==> config.mk <==
export PLATFORM = sky130hd
export DESIGN_NAME = seq_shifter
export DESIGN_NICKNAME = d
export VERILOG_FILES = /design/src/rtl/shifter_pkg.sv /design/src/rtl/shift_step.sv /design/src/rtl/seq_shifter.sv
export SDC_FILE = /design/constraint.sdc
export NUM_CORES = 1
export LEC_CHECK = 0
export CAP_MARGIN = 15
export CORE_MARGIN = 4
export CORE_UTILIZATION = 60
export DETAILED_ROUTE_END_ITERATION = 16
export DONT_BUFFER_PORTS = 1
export HOLD_SLACK_MARGIN = 0.03
export PLACE_DENSITY = 0.76
export SLEW_MARGIN = 20
export SYNTH_ARGS = -nofsm -noshare
export SYNTH_HDL_FRONTEND = slang
export SYNTH_HIERARCHICAL = 1
export SYNTH_SLANG_ARGS = --single-unit
==> constraint.sdc <==
create_clock -name clk -period 2.4 [get_ports clk]
set_clock_uncertainty 0.15 [all_clocks]
set_input_delay 0.72 -clock clk [delete_from_list [all_inputs] [get_ports clk]]
set_output_delay 0.72 -clock clk [all_outputs]
set_load 0.05 [all_outputs]
==> src/rtl/shifter_pkg.sv <==
// Shared opcode constants and FSM state encoding for the sequential shifter.
package shifter_pkg;

    localparam logic [1:0] OP_LL  = 2'b00;
    localparam logic [1:0] OP_RL  = 2'b10;
    localparam logic [1:0] OP_RA  = 2'b11;
    localparam logic [1:0] OP_RSV = 2'b01;

    typedef enum logic [1:0] {
        IDLE  = 2'b00,
        SHIFT = 2'b01,
        DONE  = 2'b10
    } state_t;

endpackage

==> src/rtl/shift_step.sv <==
// One-position shift of the working value; the reserved opcode passes the
// value through so that an illegal request still runs its full latency.
module shift_step
    import shifter_pkg::*;
#(
    parameter int DATA_WIDTH = 32
) (
    input  logic [DATA_WIDTH-1:0] i_value,
    input  logic [1:0]            i_op,
    output logic [DATA_WIDTH-1:0] o_value
);

    // Select the fill bit and direction for a single-bit shift.
    always_comb begin
        o_value = i_value;
        case (i_op)
            OP_LL:   o_value = {i_value[DATA_WIDTH-2:0], 1'b0};
            OP_RL:   o_value = {1'b0, i_value[DATA_WIDTH-1:1]};
            OP_RA:   o_value = {i_value[DATA_WIDTH-1], i_value[DATA_WIDTH-1:1]};
            default: o_value = i_value;
        endcase
    end

endmodule

==> src/rtl/seq_shifter.sv <==
// Multi-cycle shifter: one bit position per clock, valid/ready on both sides.
//
//   state | meaning
//   ------+-----------------------------------------------------------
//   IDLE  | waiting for a request, in_ready high
//   SHIFT | shifting one position per edge, count holds shifts left
//   DONE  | Result presented, held until out_ready handshake
//
module seq_shifter
    import shifter_pkg::*;
#(
    parameter int DATA_WIDTH  = 32,
    parameter int SHAMT_WIDTH = 5
) (
    input  logic                   clk,
    input  logic                   rst_n,
    input  logic                   in_valid,
    output logic                   in_ready,
    input  logic [DATA_WIDTH-1:0]  A,
    input  logic [SHAMT_WIDTH-1:0] B,
    input  logic [1:0]             Shiftop,
    output logic                   out_valid,
    input  logic                   out_ready,
    output logic [DATA_WIDTH-1:0]  Result,
    output logic                   busy,
    output logic                   op_err
);

    state_t                 r_state;
    state_t                 w_state_nxt;
    logic [DATA_WIDTH-1:0]  r_work;
    logic [DATA_WIDTH-1:0]  w_work_nxt;
    logic [DATA_WIDTH-1:0]  w_stepped;
    logic [SHAMT_WIDTH-1:0] r_count;
    logic [SHAMT_WIDTH-1:0] w_count_nxt;
    logic [1:0]             r_op;
    logic [1:0]             w_op_nxt;

    shift_step #(
        .DATA_WIDTH(DATA_WIDTH)
    ) u_shift_step (
        .i_value(r_work),
        .i_op   (r_op),
        .o_value(w_stepped)
    );

    // State, working value, count and latched opcode registers.
    always_ff @(posedge clk or negedge rst_n) begin
        if (!rst_n) begin
            r_state <= IDLE;
            r_work  <= '0;
            r_count <= '0;
            r_op    <= OP_LL;
        end else begin
            r_state <= w_state_nxt;
            r_work  <= w_work_nxt;
            r_count <= w_count_nxt;
            r_op    <= w_op_nxt;
        end
    end

    // Next-state, datapath updates and state-decoded outputs.
    always_comb begin
        w_state_nxt = r_state;
        w_work_nxt  = r_work;
        w_count_nxt = r_count;
        w_op_nxt    = r_op;
        in_ready    = 1'b0;
        out_valid   = 1'b0;
        busy        = 1'b0;
        case (r_state)
            IDLE: begin
                in_ready = 1'b1;
                if (in_valid) begin
                    w_work_nxt  = A;
                    w_count_nxt = B;
                    w_op_nxt    = Shiftop;
                    w_state_nxt = (B == '0) ? DONE : SHIFT;
                end
            end
            SHIFT: begin
                busy        = 1'b1;
                w_work_nxt  = w_stepped;
                w_count_nxt = r_count - SHAMT_WIDTH'(1);
                if (r_count == SHAMT_WIDTH'(1)) begin
                    w_state_nxt = DONE;
                end
            end
            DONE: begin
                busy      = 1'b1;
                out_valid = 1'b1;
                if (out_ready) begin
                    w_state_nxt = IDLE;
                end
            end
            default: w_state_nxt = IDLE;
        endcase
    end

    assign Result = r_work;
    // op_err only carries meaning alongside out_valid, so gate it there.
    assign op_err = out_valid && (r_op == OP_RSV);

endmodule

==> flow_summary.yaml, run 1 <==
synth:
  synth_warnings: 6
  yosysSeqAreaShare_pct: 36.5
  yosys-top-cells-area: "dfrtp_1 36%, mux2i_1 22%, nand2_1 9.1%"
  syn-mean-instance-area_um2: 9.08
  synth_simple_gate_area_share_pct: 13.5
  synthAdderAreaFrac_pct: 2.22
  synth_top_family_by_area: "multiplexers"
  synth-seq-cells: 41
  syn_area_um2: 2810
  synth-compound-area-share_pct: 15.9
  synthMuxAreaShare_pct: 24.0
  synthXorXnorAreaFrac_pct: 0
  syn_inst: 310
  syn_nets: 358
  yosys.cell_types.count: 37
  synth.top_cell.area_share_pct: 36.5
  synth_top_cell_by_area: "dfrtp_1"
timing:
  fin_crit_ps: 2310
  hold_viol_final: 0
  grt_setup_unrepaired: "false"
  slew_viol_final: 0
  setup_viol: 0
  tns_ps: 0
  post-route-period-util_pct: 96.1
  fmax_ghz: 0.433
  max_slew_margin_pct: 60.5
  worst_slew_pin_slew_ps: 592
cells_and_area:
  drive_gt1_share_pct: 11.2
  fin_area_um2: 2880
  nNetsFinal: 350
  areaGrowthSynthToFinish_pct: 2.49
  diodes: 0
  fillerInstances: 387
place:
  portBuffers: 0
  placed_area_um2: 2780
  gp_congestion: 0.838
  dp.final_hpwl_mm: 4.06
worst_setup_path:
  startpoint_type: "flop"
  path_max_fanout: 3
  r2r_start: "r_state[1]$_DFFE_PN0P_"
  critical_path_class: "reg -> out"
  arrival_ps: 1440
  critPathLaunch: "r_state[0]$_DFFE_PN0P_"
  cp-end-kind: "output pin"
  worstPathRequired_ps: 1530
drt:
  drtPass1Iterations: 4
  drt_wl_total_mm: 5.77
  drt-initial-drc-count: 102
  wl_per_cell_um: 16.2
  post_drt_via_cell_ratio: 5.94
  drtAntennaViolNets: 0
  drc: 0
  vias: 2108
die:
  rows: 24
  fp.dieW_um: 76.5
  die_h_um: 76.5
  start_util_pct: 63.3
  ios: 79
  dieArea_um2: 5850
  core_um2: 4440
global_route:
  grt_max_degree: 65
  grt_pass1_vias: 2038
  antenna_found_initial: 0
  grt_pass1_wl_mm: 9.86
  grt_overflow_total: 0
  grt_util_all_layers_pct: 20.5
cts:
  cts.sinks: 41
  cts_tree: "done"
  clk_pin_slew_ps: 80
  clockBufferDepth: 2
  cts_max_level: 2
  clk_latency_ps: 290
  numCtsBuffers: 5
  post_cts_buffers: 0
  cts_root_buf: "clkbuf_8"
outcome:
  status: "completed"
flow_run:
  maxCapViolations: 0
min_path:
  hold_class: "in -> async"
## stage by stage
stage	setup slack (ps)	hold slack, ps	utilization, %	cells
6_report	92.9	111	64.9	355
2_1_floorplan	96.4	274	-	310
3_5_place_dp	413	275	62.5	346
4_1_cts	70.9	112	64.9	355
3_3_place_gp	443	276	62.5	346
5_1_grt	10.3	112	64.9	355
## final timing paths
kind	endpoint	slack [ps]	depth (start not counted)
max in group asynchronous	r_op[0]$_DFFE_PN0P_	1770	1
worst max-delay path	op_err	90	5
min in group clk	r_state[1]$_DFFE_PN0P_	390	1
worst min register to register	r_state[1]$_DFFE_PN0P_	390	1
worst min-delay path	r_state[1]$_DFFE_PN0P_	110	1
worst max register to register	r_count[0]$_DFFE_PN0P_	550	6
## critical path, cell delays in order, from the launching register on
cell,delay [ps]
dfrtp_1,400
inv_2,80
ha_2,180
inv_1,80
nor3b_4,240
buf_12,160
## cell usage in the layout (no fill, tap or decap), types with 3 or more instances in the layout
cell | netlist | layout
inv_1 | 6 | 5
nand2_1 | 68 | 68
o21ai_1 | 28 | 28
clkbuf_8 | 0 | 5
o21ai_0 | 38 | 38
buf_4 | 0 | 8
nor2b_1 | 3 | 3
nor2_1 | 3 | 3
mux2i_1 | 63 | 63
ha_1 | 5 | 3
a21oi_1 | 3 | 3
dfrtp_1 | 41 | 39
## per-layer routing
metal	wire length, um	track usage (%)	vias up
li1	-	-	1067
met1	2470	25.1	979
met2	2780	33.5	60
met3	504	8.87	2
met4	19	4.35	0
met5	0	0	-
## state kept, by name, summed over array words and instances, names as in the netlist
signal	flops
r_state	2
r_op	2
r_count	5
Result	32
## cells by family (layout without fill, tap and decap cells)
logic type | Yosys count | in the layout
AOI/OAI and AO/OA | 81 | 81
DFF | 41 | 41
muxes | 66 | 66
adders and majority gates | 5 | 5
buffers and inverters | 31 | 24
and+or+nand+nor | 86 | 86
## cells in the mapped netlist
master and number:
nand2_1 68, mux2i_1 63, dfrtp_1 41, o21ai_0 38
o21ai_1 28, buf_2 13, inv_1 6, buf_6 5
ha_1 5, a21oi_1 3, buf_12 3, clkbuf_2 3
nor2_1 3, nor2b_1 3, mux2_2 2, nor3b_1 2
nor4b_1 2, o211ai_1 2, o21ai_2 2, a211o_1 1
a22o_1 1, a31oi_1 1, clkbuf_1 1, mux2i_4 1
nand2b_1 1, nand3_1 1, nand4b_1 1, nor3_1 1
nor3b_2 1, o221a_2 1, o221ai_1 1, o22ai_1 1
o31a_1 1, o32a_2 1, or2_2 1, or3_1 1
or4_4 1
## area by class of cell
class,instances,area (um2),area share [%]
clock buffers,5,68.8,2.39
well taps,52,65.1,2.26
flip-flops and latches,41,1030,35.7
inverters,6,22.5,0.781
repair buffers,10,100,3.47
clock inverters,3,17.5,0.607
multi-input cells,238,1580,54.8
## timing repair
item,4_1_cts,5_1_grt
endpoints found under the setup margin,0,1
gates resized for setup,0,1
hold endpoints to repair,41,0
hold buffers,1,0
Power of run 1 is not shown: default switching activity piles up to over one toggle a cycle in this logic, so the estimate is an artifact.
==> run 2, diff against run 1 <==
--- a/config.mk
+++ b/config.mk
@@ -7,11 +7,10 @@
 export LEC_CHECK = 0
 export CAP_MARGIN = 15
 export CORE_MARGIN = 4
-export CORE_UTILIZATION = 60
+export CORE_UTILIZATION = 52
 export DETAILED_ROUTE_END_ITERATION = 16
-export DONT_BUFFER_PORTS = 1
 export HOLD_SLACK_MARGIN = 0.03
-export PLACE_DENSITY = 0.76
+export PLACE_DENSITY = 0.86
 export SLEW_MARGIN = 20
 export SYNTH_ARGS = -nofsm -noshare
 export SYNTH_HDL_FRONTEND = slang
==> run 2 against run 1 <==
Sequential share of layout area fell by 7.5 points. Clock-buffer cell count rose by 2. Wire length rose by 16%. Register-to-register slack got worse by 80 ps. Final cell count rose by 26%. First-iteration DRC count rose by 40%. Setup slack improved by 6.0 ps. Utilization rose by 5.6 points. Die area rose by 14%. Via count rose by 17%. Critical path type unchanged. Critical endpoint unchanged.
==> flow_summary.yaml, run 2 (synthesis gave the netlist of run 1 again) <==
timing:
  setup_viol: 0
  fmax_ghz: 0.435
  grt_setup_unrepaired: "false"
  post-route-period-util_pct: 95.9
  slew_viol_final: 0
  hold_viol_final: 0
  worst_slew_pin_slew_ps: 582
  max_slew_margin_pct: 61.2
  fin_crit_ps: 2300
  tns_ps: 0
die:
  ios: 79
  fp.dieW_um: 81.6
  start_util_pct: 54.4
  die_h_um: 81.6
  rows: 26
  dieArea_um2: 6650
  core_um2: 5170
worst_setup_path:
  startpoint_type: "flop"
  critical_path_class: "reg -> out"
  r2r_start: "r_state[1]$_DFFE_PN0P_"
  worstPathRequired_ps: 1530
  cp-end-kind: "output pin"
  path_max_fanout: 3
  critPathLaunch: "r_state[0]$_DFFE_PN0P_"
  arrival_ps: 1430
  ff2ff_path_depth: 5
drt:
  wl_per_cell_um: 14.9
  drtAntennaViolNets: 0
  drt_wl_total_mm: 6.68
  vias: 2464
  post_drt_via_cell_ratio: 5.49
  drt-initial-drc-count: 143
  drtPass1Iterations: 4
  drc: 0
cts:
  cts_tree: "done"
  cts_root_buf: "clkbuf_8"
  clk_pin_slew_ps: 70
  numCtsBuffers: 5
  clockBufferDepth: 2
  cts.sinks: 41
  clk_latency_ps: 290
  cts_max_level: 2
cells_and_area:
  diodes: 0
  fin_cells: 449
  final_cell_mix: "68 x nand2_1, 63 x mux2i_1, 41 x clkdlybuf4s50_1"
  largest_reg_flops: 32
  final_common_cell: "nand2_1"
  fillerInstances: 414
  drive_gt1_share_pct: 18.5
  areaGrowthSynthToFinish_pct: 29.6
  fin_area_um2: 3650
  nNetsFinal: 426
  postLayoutCoreUtil_pct: 70.5
pwr:
  p_per_area_nw_per_um2: 1680
  power.leakage_nw: 1.62
  total_power_mw: 6.14
  vdd_ir_drop_max_uv: 926
global_route:
  grt_max_degree: 65
  grt_pass1_wl_mm: 10.8
  grt_util_all_layers_pct: 20.8
  grt_pass1_vias: 2322
  grt_overflow_total: 0
  antenna_found_initial: 0
place:
  dp.final_hpwl_mm: 4.76
  portBuffers: 78
  dp_cells: 440
  placed_area_um2: 3520
  gp_congestion: 0.955
min_path:
  hold_class: "in -> async"
flow_run:
  maxCapViolations: 0
outcome:
  status: "completed"
==> run 2: metal layers <==
layer	GRT usage, %	up-vias	routed length [um]	part of all wire [%]
li1	-	1227	-	-
met1	25.0	1149	2750	41
met2	36.6	75	3380	51
met3	5.15	13	423	6.3
met4	6.08	0	125	1.9
met5	0	-	0	0
==> run 2: what timing repair did <==
action | in CTS | in global routing
gates resized for setup | 0 | 3
hold buffers | 0 | 0
setup endpoints to repair | 0 | 2
buffers inserted | 0 | 1
==> run 2: through the flow <==
stage               hold slack, ps  setup slack (ps)
finish                         340              98.9
global placement               371               155
CTS                            356              16.0
global route                   396              13.6
detailed placement             393               128
floorplan                      274              96.4
==> run 2: final timing paths <==
| kind | to | slack [ps] |
|---|---|---|
| max | op_err | 100 |
| min reg2reg | r_count[4]$_DFFE_PN0P_ | 410 |
| max reg2reg | Result[6]$_DFFE_PN0P_ | 470 |
| max in group asynchronous | r_op[0]$_DFFE_PN0P_ | 1350 |
| min in group clk | r_count[4]$_DFFE_PN0P_ | 410 |
| min | r_state[0]$_DFFE_PN0P_ | 340 |
==> run 2: power by group <==
group,switching (mW),internal (mW)
registers,0.429,1.04
clock network,0.237,0.339
logic,2.51,1.59
==> run 2: cell type report <==
cell class / instances / area (um2) / area share, %
Sequential cell: 41 / 1030 / 28.2
Timing Repair Buffer: 86 / 808 / 22.2
Tap cell: 70 / 87.6 / 2.40
Clock inverter: 1 / 30.0 / 0.823
Clock buffer: 7 / 86.3 / 2.37
Inverter: 6 / 22.5 / 0.617
Multi-Input combinational cell: 238 / 1580 / 43.4
==> run 2: critical path: stages (launching register included) <==
cell and delay (ps):
dfrtp_1 410, inv_2 90, ha_2 200, inv_2 60, nor3b_4 230, buf_12 160
Power figures use the tool's default switching activity.
==> run 3, diff against run 2 <==
--- a/config.mk
+++ b/config.mk
@@ -6,11 +6,13 @@
 export NUM_CORES = 1
 export LEC_CHECK = 0
 export CAP_MARGIN = 15
+export CORE_ASPECT_RATIO = 0.75
 export CORE_MARGIN = 4
-export CORE_UTILIZATION = 52
+export CORE_UTILIZATION = 54
+export CTS_BUF_LIST = sky130_fd_sc_hd__clkbuf_2 sky130_fd_sc_hd__clkbuf_4 sky130_fd_sc_hd__clkbuf_8
 export DETAILED_ROUTE_END_ITERATION = 16
 export HOLD_SLACK_MARGIN = 0.03
-export PLACE_DENSITY = 0.86
+export PLACE_DENSITY = 0.89
 export SLEW_MARGIN = 20
 export SYNTH_ARGS = -nofsm -noshare
 export SYNTH_HDL_FRONTEND = slang
==> run 3 against run 2 <==
Sequential power barely moved. Largest power group unchanged. Maximum frequency shrank 1.1%. Wire length increased by 2.4%. Critical endpoint unchanged. Highest routed layer unchanged.
==> flow_summary.yaml, run 3 (synthesis gave the netlist of run 1 again) <==
outcome:
  status: "completed"
drt:
  drt_wl_total_mm: 6.84
  wl_per_cell_um: 15.5
  drc: 0
  drtPass1Iterations: 4
  drtAntennaViolNets: 0
  drt-initial-drc-count: 111
  vias: 2468
  post_drt_via_cell_ratio: 5.61
cells_and_area:
  diodes: 0
  drive_gt1_share_pct: 18.7
  areaGrowthSynthToFinish_pct: 29.2
  multi_input_area_um2: 1580
  postLayoutCoreUtil_pct: 73.4
  fin_cells: 440
  nNetsFinal: 427
  fillerInstances: 366
  largest_reg_flops: 32
  final_cell_mix: "68 x nand2_1, 63 x mux2i_1, 41 x clkdlybuf4s50_1"
  seqCellArea_um2: 1030
  final_common_cell: "nand2_1"
  fin_area_um2: 3640
global_route:
  grt_use_met2_pct: 32.7
  grt_overflow_total: 0
  use_met3_pct: 5.06
  grt_util_all_layers_pct: 20.8
  grt_max_degree: 65
  grt.busiest_layer: "met2"
  antenna_found_initial: 0
  grtUsageMet1_pct: 29.3
  grt_pass1_vias: 2307
  grt_pass1_wl_mm: 11.1
cts:
  cts_tree: "done"
  numCtsBuffers: 5
  clk_latency_ps: 290
  clockBufferDepth: 2
  hold_buffers: 0
  cts.sinks: 41
  cts_max_level: 2
  clk_pin_slew_ps: 80
  cts_root_buf: "clkbuf_8"
place:
  gp_congestion: 0.825
  dp_cells: 431
  placed_area_um2: 3530
  dp.final_hpwl_mm: 4.87
  dp_slack_ps: 114
  portBuffers: 78
timing:
  max_slew_margin_pct: 58.2
  slew_viol_final: 0
  fmax_ghz: 0.430
  hold_viol_final: 0
  post-route-period-util_pct: 96.9
  setup_viol: 0
  fin_ws_ps: 73.6
  worst_slew_pin_slew_ps: 627
  grt_setup_unrepaired: "false"
  fin_crit_ps: 2330
  tns_ps: 0
die:
  core_um2: 4950
  ios: 79
  die_h_um: 70.5
  start_util_pct: 56.8
  rows: 22
  dieArea_um2: 6440
  fp.dieW_um: 91.4
worst_setup_path:
  r2r_start: "r_state[1]$_DFFE_PN0P_"
  critical_path_class: "reg -> out"
  worstPathRequired_ps: 1530
  reg2reg_to: "r_state[1]$_DFFE_PN0P_"
  ff2ff_path_depth: 5
  arrival_ps: 1460
  path_max_fanout: 3
  cp-end-kind: "output pin"
  startpoint_type: "flop"
  r2r_slack_ps: 430
pwr:
  p_per_area_nw_per_um2: 1680
  vdd_ir_drop_max_uv: 1170
  power.leakage_nw: 1.62
flow_run:
  maxCapViolations: 0
min_path:
  hold_class: "in -> async"
==> run 3: worst max path at each step <==
stage	start	endpoint	slack, ps	depth (start not counted)
floorplan	r_state[0]$_DFFE_PN0P_	op_err	100	4
detailed placement	B[2]	r_state[0]$_DFFE_PN0P_	110	4
CTS	r_state[0]$_DFFE_PN0P_	op_err	10	5
finish	r_state[0]$_DFFE_PN0P_	op_err	70	5
global placement	in_valid	r_state[1]$_DFFE_PN0P_	160	4
global route	r_state[0]$_DFFE_PN0P_	op_err	10	5
==> run 3: routing by layer <==
layer | routed length (um) | vias to the layer above
li1 | - | 1225
met1 | 3130 | 1162
met2 | 3210 | 75
met3 | 470 | 6
met4 | 31 | 0
met5 | 0 | -
==> run 3: area by class of cell <==
cell class              count  area share, %
clock buffers               8           2.68
inverters                   6          0.619
multi-input cells         238           43.6
flip-flops and latches     41           28.3
well taps                  60           2.06
repair buffers             87           22.8
==> run 3: timing repair <==
action                                 CTS  global route
resized for setup                        0             2
buffers inserted                         0             1
setup endpoints to repair                0             2
endpoints found under the hold margin    0             0
==> run 3: per-stage QoR <==
stage,hold slack (ps),power [mW]
final,293,6.11
after global routing,328,6.52
after CTS,307,6.10
after detailed placement,382,5.60
after global placement,368,5.48
after floorplan,274,4.62
==> run 3: power by group <==
| part | switching [mW] | internal (mW) | total [mW] |
|---|---|---|---|
| combinational | 2.53 | 1.61 | 4.14 |
| clock | 0.228 | 0.257 | 0.485 |
| sequential | 0.438 | 1.04 | 1.48 |
| total | 3.20 | 2.91 | 6.11 |
==> run 3: critical path, cell delays in order, from the launching register on <==
cell     delay, ps
dfrtp_1        400
inv_2           90
ha_2           180
inv_1          100
nor3b_4        240
buf_12         160
==> variant 1, RTL diff (config.mk and constraints of run 1) <==
`DATA_WIDTH` is set to 32 in 2 places; all go to 28.
--- a/src/rtl/shift_step.sv
+++ b/src/rtl/shift_step.sv
@@ -3,7 +3,7 @@
 module shift_step
     import shifter_pkg::*;
 #(
-    parameter int DATA_WIDTH = 32
+    parameter int DATA_WIDTH = 28
 ) (
     input  logic [DATA_WIDTH-1:0] i_value,
     input  logic [1:0]            i_op,
--- a/src/rtl/seq_shifter.sv
+++ b/src/rtl/seq_shifter.sv
@@ -9,7 +9,7 @@
 module seq_shifter
     import shifter_pkg::*;
 #(
-    parameter int DATA_WIDTH  = 32,
+    parameter int DATA_WIDTH  = 28,
     parameter int SHAMT_WIDTH = 5
 ) (
     input  logic                   clk,
Ports: changed (resized A and Result); port bits go from 79 to 71. The function was not compared with the original's and may differ.
==> variant 1 against run 1 <==
  * Area after synthesis decreased by 12%
  * Wire length decreased by 11%
  * Critical path depth decreased by 2
  * Sequential share of layout area decreased by 0.10 points
  * Setup slack got worse by 0.0057 ns
  * Sequential cell count decreased by 4
  * Design area decreased by 9.7%
  * Critical endpoint is now in_ready
  * Highest routed layer unchanged
Power is left out: the tool's default activity adds up to more than one toggle a clock period on the data nets, which glitch-free logic cannot reach.
==> variant 1: results (changes against run 1) <==
| Metric | Value |
|---|---|
| Bufs and invs on worst path | 2 (was 3) |
| Vias | 1868 (was 2108) |
| Post-synth top cells | nand2_1, mux2i_1, o21ai_0, dfrtp_1, o21ai_1 (was nand2_1, mux2i_1, dfrtp_1, o21ai_0, o21ai_1) |
| Vias in the first global route | 1748 (was 2038) |
| Compound-cell area share of the yosys netlist | 16.1% (was 15.9%) |
| Ranking of synthesized cells by area | dfrtp_1, mux2i_1, o21ai_0 (was dfrtp_1, mux2i_1, nand2_1) |
| DR pass1 iterations | 6 (was 4) |
| Drt wl/cell | 16.0 um (was 16.2 um) |
| Post-synthesis sequential area ratio | 37.5% (was 36.5%) |
| Mux contribution to synthesized area | 24.6% (was 24.0%) |
| Syn_area_per_cell | 8.98 um^2 (was 9.08 um^2) |
| Net Count, Synth | 319 (was 358) |
| Area of the multi-input gates | 1400 um^2 (was 1580 um^2) |
| Slew margin rel. | 60.1% (was 60.5%) |
| Multi-input comb cells | 211 (was 238) |
| Pin count of the biggest net entering global routing | 61 (was 65) |
| Placed insts | 312 (was 346) |
| Status | finished clean (unchanged) |
| Layout cells sized above 1 | 9.63% (was 11.2%) |
| Core region area | 4000 um^2 (was 4440 um^2) |
| Netlist cell types | 31 (was 37) |
| Post-synthesis adder-cell area fraction | 2.53% (was 2.22%) |
| Final Routed Wirelength | 5.12 mm (was 5.77 mm) |
| Sequential fraction of total cell area | 35.6% (was 35.7%) |
| Synthesized flop and latch total | 37 (was 41) |
| Placer Congestion | 0.766 (was 0.838) |
| First-pass GRT wire length | 8.20 mm (was 9.86 mm) |
| Signal buffers share of area | 4.04% (was 3.47%) |
| Worst-path fanout max | 8 (was 3) |
| Pre-CTS WS | 0.394 ns (was 0.413 ns) |
| Fillcell total | 344 (was 387) |
| DP HPWL | 3.53 mm (was 4.06 mm) |
==> variant 1: cell types whose count changed after synthesis, sizes merged, moves of 3 or more <==
cell | run 1 | this run
o21ai | 68 | 61
dfrtp | 41 | 37
mux2i | 64 | 58
buf | 21 | 14
nand2 | 68 | 60
o22a | 0 | 3
clkbuf | 4 | 7
==> variant 1: worst paths after layout <==
path / startpoint / end / slack (ns) / cells past startpoint
setup reg to reg: r_state[0] / r_count[0] / 0.49 / 6
min in group clk: r_state[1] / r_state[1] / 0.40 / 1
max in group asynchronous: rst_n / Result[16] / 1.78 / 1
hold / removal: rst_n / r_state[0] / 0.12 / 1
hold reg to reg: r_state[1] / r_state[1] / 0.40 / 1
setup / recovery: r_state[0] / in_ready / 0.09 / 3
==> variant 1: metal layers <==
metal	track usage, %	up-vias	routed length (um)
li1	-	949	-
met1	26.8	857	2260
met2	30.0	60	2320
met3	7.20	2	501
met4	6.89	0	32
met5	0	-	0
==> variant 2, RTL diff (config.mk and constraints of run 1) <==
Made on the original files. Put a register stage on the output `op_err`, without a reset. The value now appears one clock later. The other outputs are not delayed to match.
--- a/src/rtl/seq_shifter.sv
+++ b/src/rtl/seq_shifter.sv
@@ -99,7 +99,9 @@
 
     assign Result = r_work;
     // op_err only carries meaning alongside out_valid, so gate it there.
-    assign op_err = out_valid && (r_op == OP_RSV);
+    always_ff @(posedge clk) begin
+        op_err <= out_valid && (r_op == OP_RSV);
+    end
 
 endmodule
 
Function: changed (a bounded check fails within 4 cycles, from zero or initial values and one cycle with rst_n low).
==> variant 2 against run 1 <==
  * Die area up 0.64%
  * Worst hold slack worse by 0.0064 ns
  * Area after synthesis up 0.71%
  * Setup slack better by 0.11 ns
  * First-iteration DRC count down 3.9%
  * Wire length up 1.9%
  * Design area up 1.4%
  * Sequential share of layout area up 0.18 points
  * Sequential cell count up 1
Power is not shown: default switching activity piles up to over one toggle a cycle in this logic, so the estimate is an artifact.
==> variant 2: results (changes against run 1) <==
| Metric | Value |
|---|---|
| Status | finished clean (unchanged) |
| First-pass GRT wire length | 10.1 mm (was 9.86 mm) |
| Post-synthesis sequential area ratio | 36.9% (was 36.5%) |
| Vias in the first global route | 2044 (was 2038) |
| Post-synthesis cell count | 311 (was 310) |
| Least-Margin Pin Slew | 0.602 ns (was 0.592 ns) |
| Fillcell total | 376 (was 387) |
| Global Route met2 Usage | 33.4% (was 33.5%) |
| Hold slack | 0.105 ns (was 0.111 ns) |
| Pin count of the biggest net entering global routing | 42 (was 65) |
| Ys async rst share | 97.6% (was 100%) |
| Synth Warn # | 6 (unchanged) |
| Gr usage total | 20.6% (was 20.5%) |
| Crit path to | busy (was op_err) |
| Met3 Use GR | 7.73% (was 8.87%) |
| DR WL met2 | 2.77 mm (was 2.78 mm) |
| Net Count, Synth | 359 (was 358) |
| Final Routed Wirelength | 5.88 mm (was 5.77 mm) |
| Ranking of synthesized cells by area | dfrtp_1, mux2i_1, nand2_1 (unchanged) |
| Met1 Use GR | 25.7% (was 25.1%) |
| Vias/cell | 6.00 (was 5.94) |
| Placer Congestion | 0.788 (was 0.838) |
| Critical path arrival | 1.33 ns (was 1.44 ns) |
| Wl on met1 | 2.53 mm (was 2.47 mm) |
| Placed insts | 347 (was 346) |
| Met3 routed WL | 496 um (was 504 um) |
| Vias | 2137 (was 2108) |
## variant 2: critical path, cell delays in order, from the launching register on
cell and delay, ns:
dfrtp_1 0.37, inv_1 0.08, ha_1 0.58
## variant 2: repair_timing
item / CTS / global route
hold buffers: 1 / 0
resized for setup: 0 / 0
endpoints found under the hold margin: 41 / 0
## variant 2: layout make-up
class	instances	area (um^2)	share of cell area, %
multi-input cells	238	1570	53.6
flip-flops and latches	42	1050	35.8
repair buffers	10	113	3.85
clock buffers	5	68.8	2.35
well taps	52	65.1	2.22
clock inverters	3	40.0	1.37
inverters	6	22.5	0.770
## variant 2: through the flow
stage                     setup slack [ns]  area [um^2]
after floorplan                      0.351         2830
after global placement               0.570         2800
after detailed placement             0.468         2800
after CTS                            0.176         2930
after global routing                 0.103         2930
final                                0.201         2930
## variant 2: kinds of logic after synthesis
group / after synthesis / synth area share (%)
buf+inv: 31 / 7.86
flops: 42 / 36.9
mux: 66 / 23.8
compound gates: 81 / 15.8
fa+ha+maj: 5 / 2.21
simple gates: 86 / 13.4
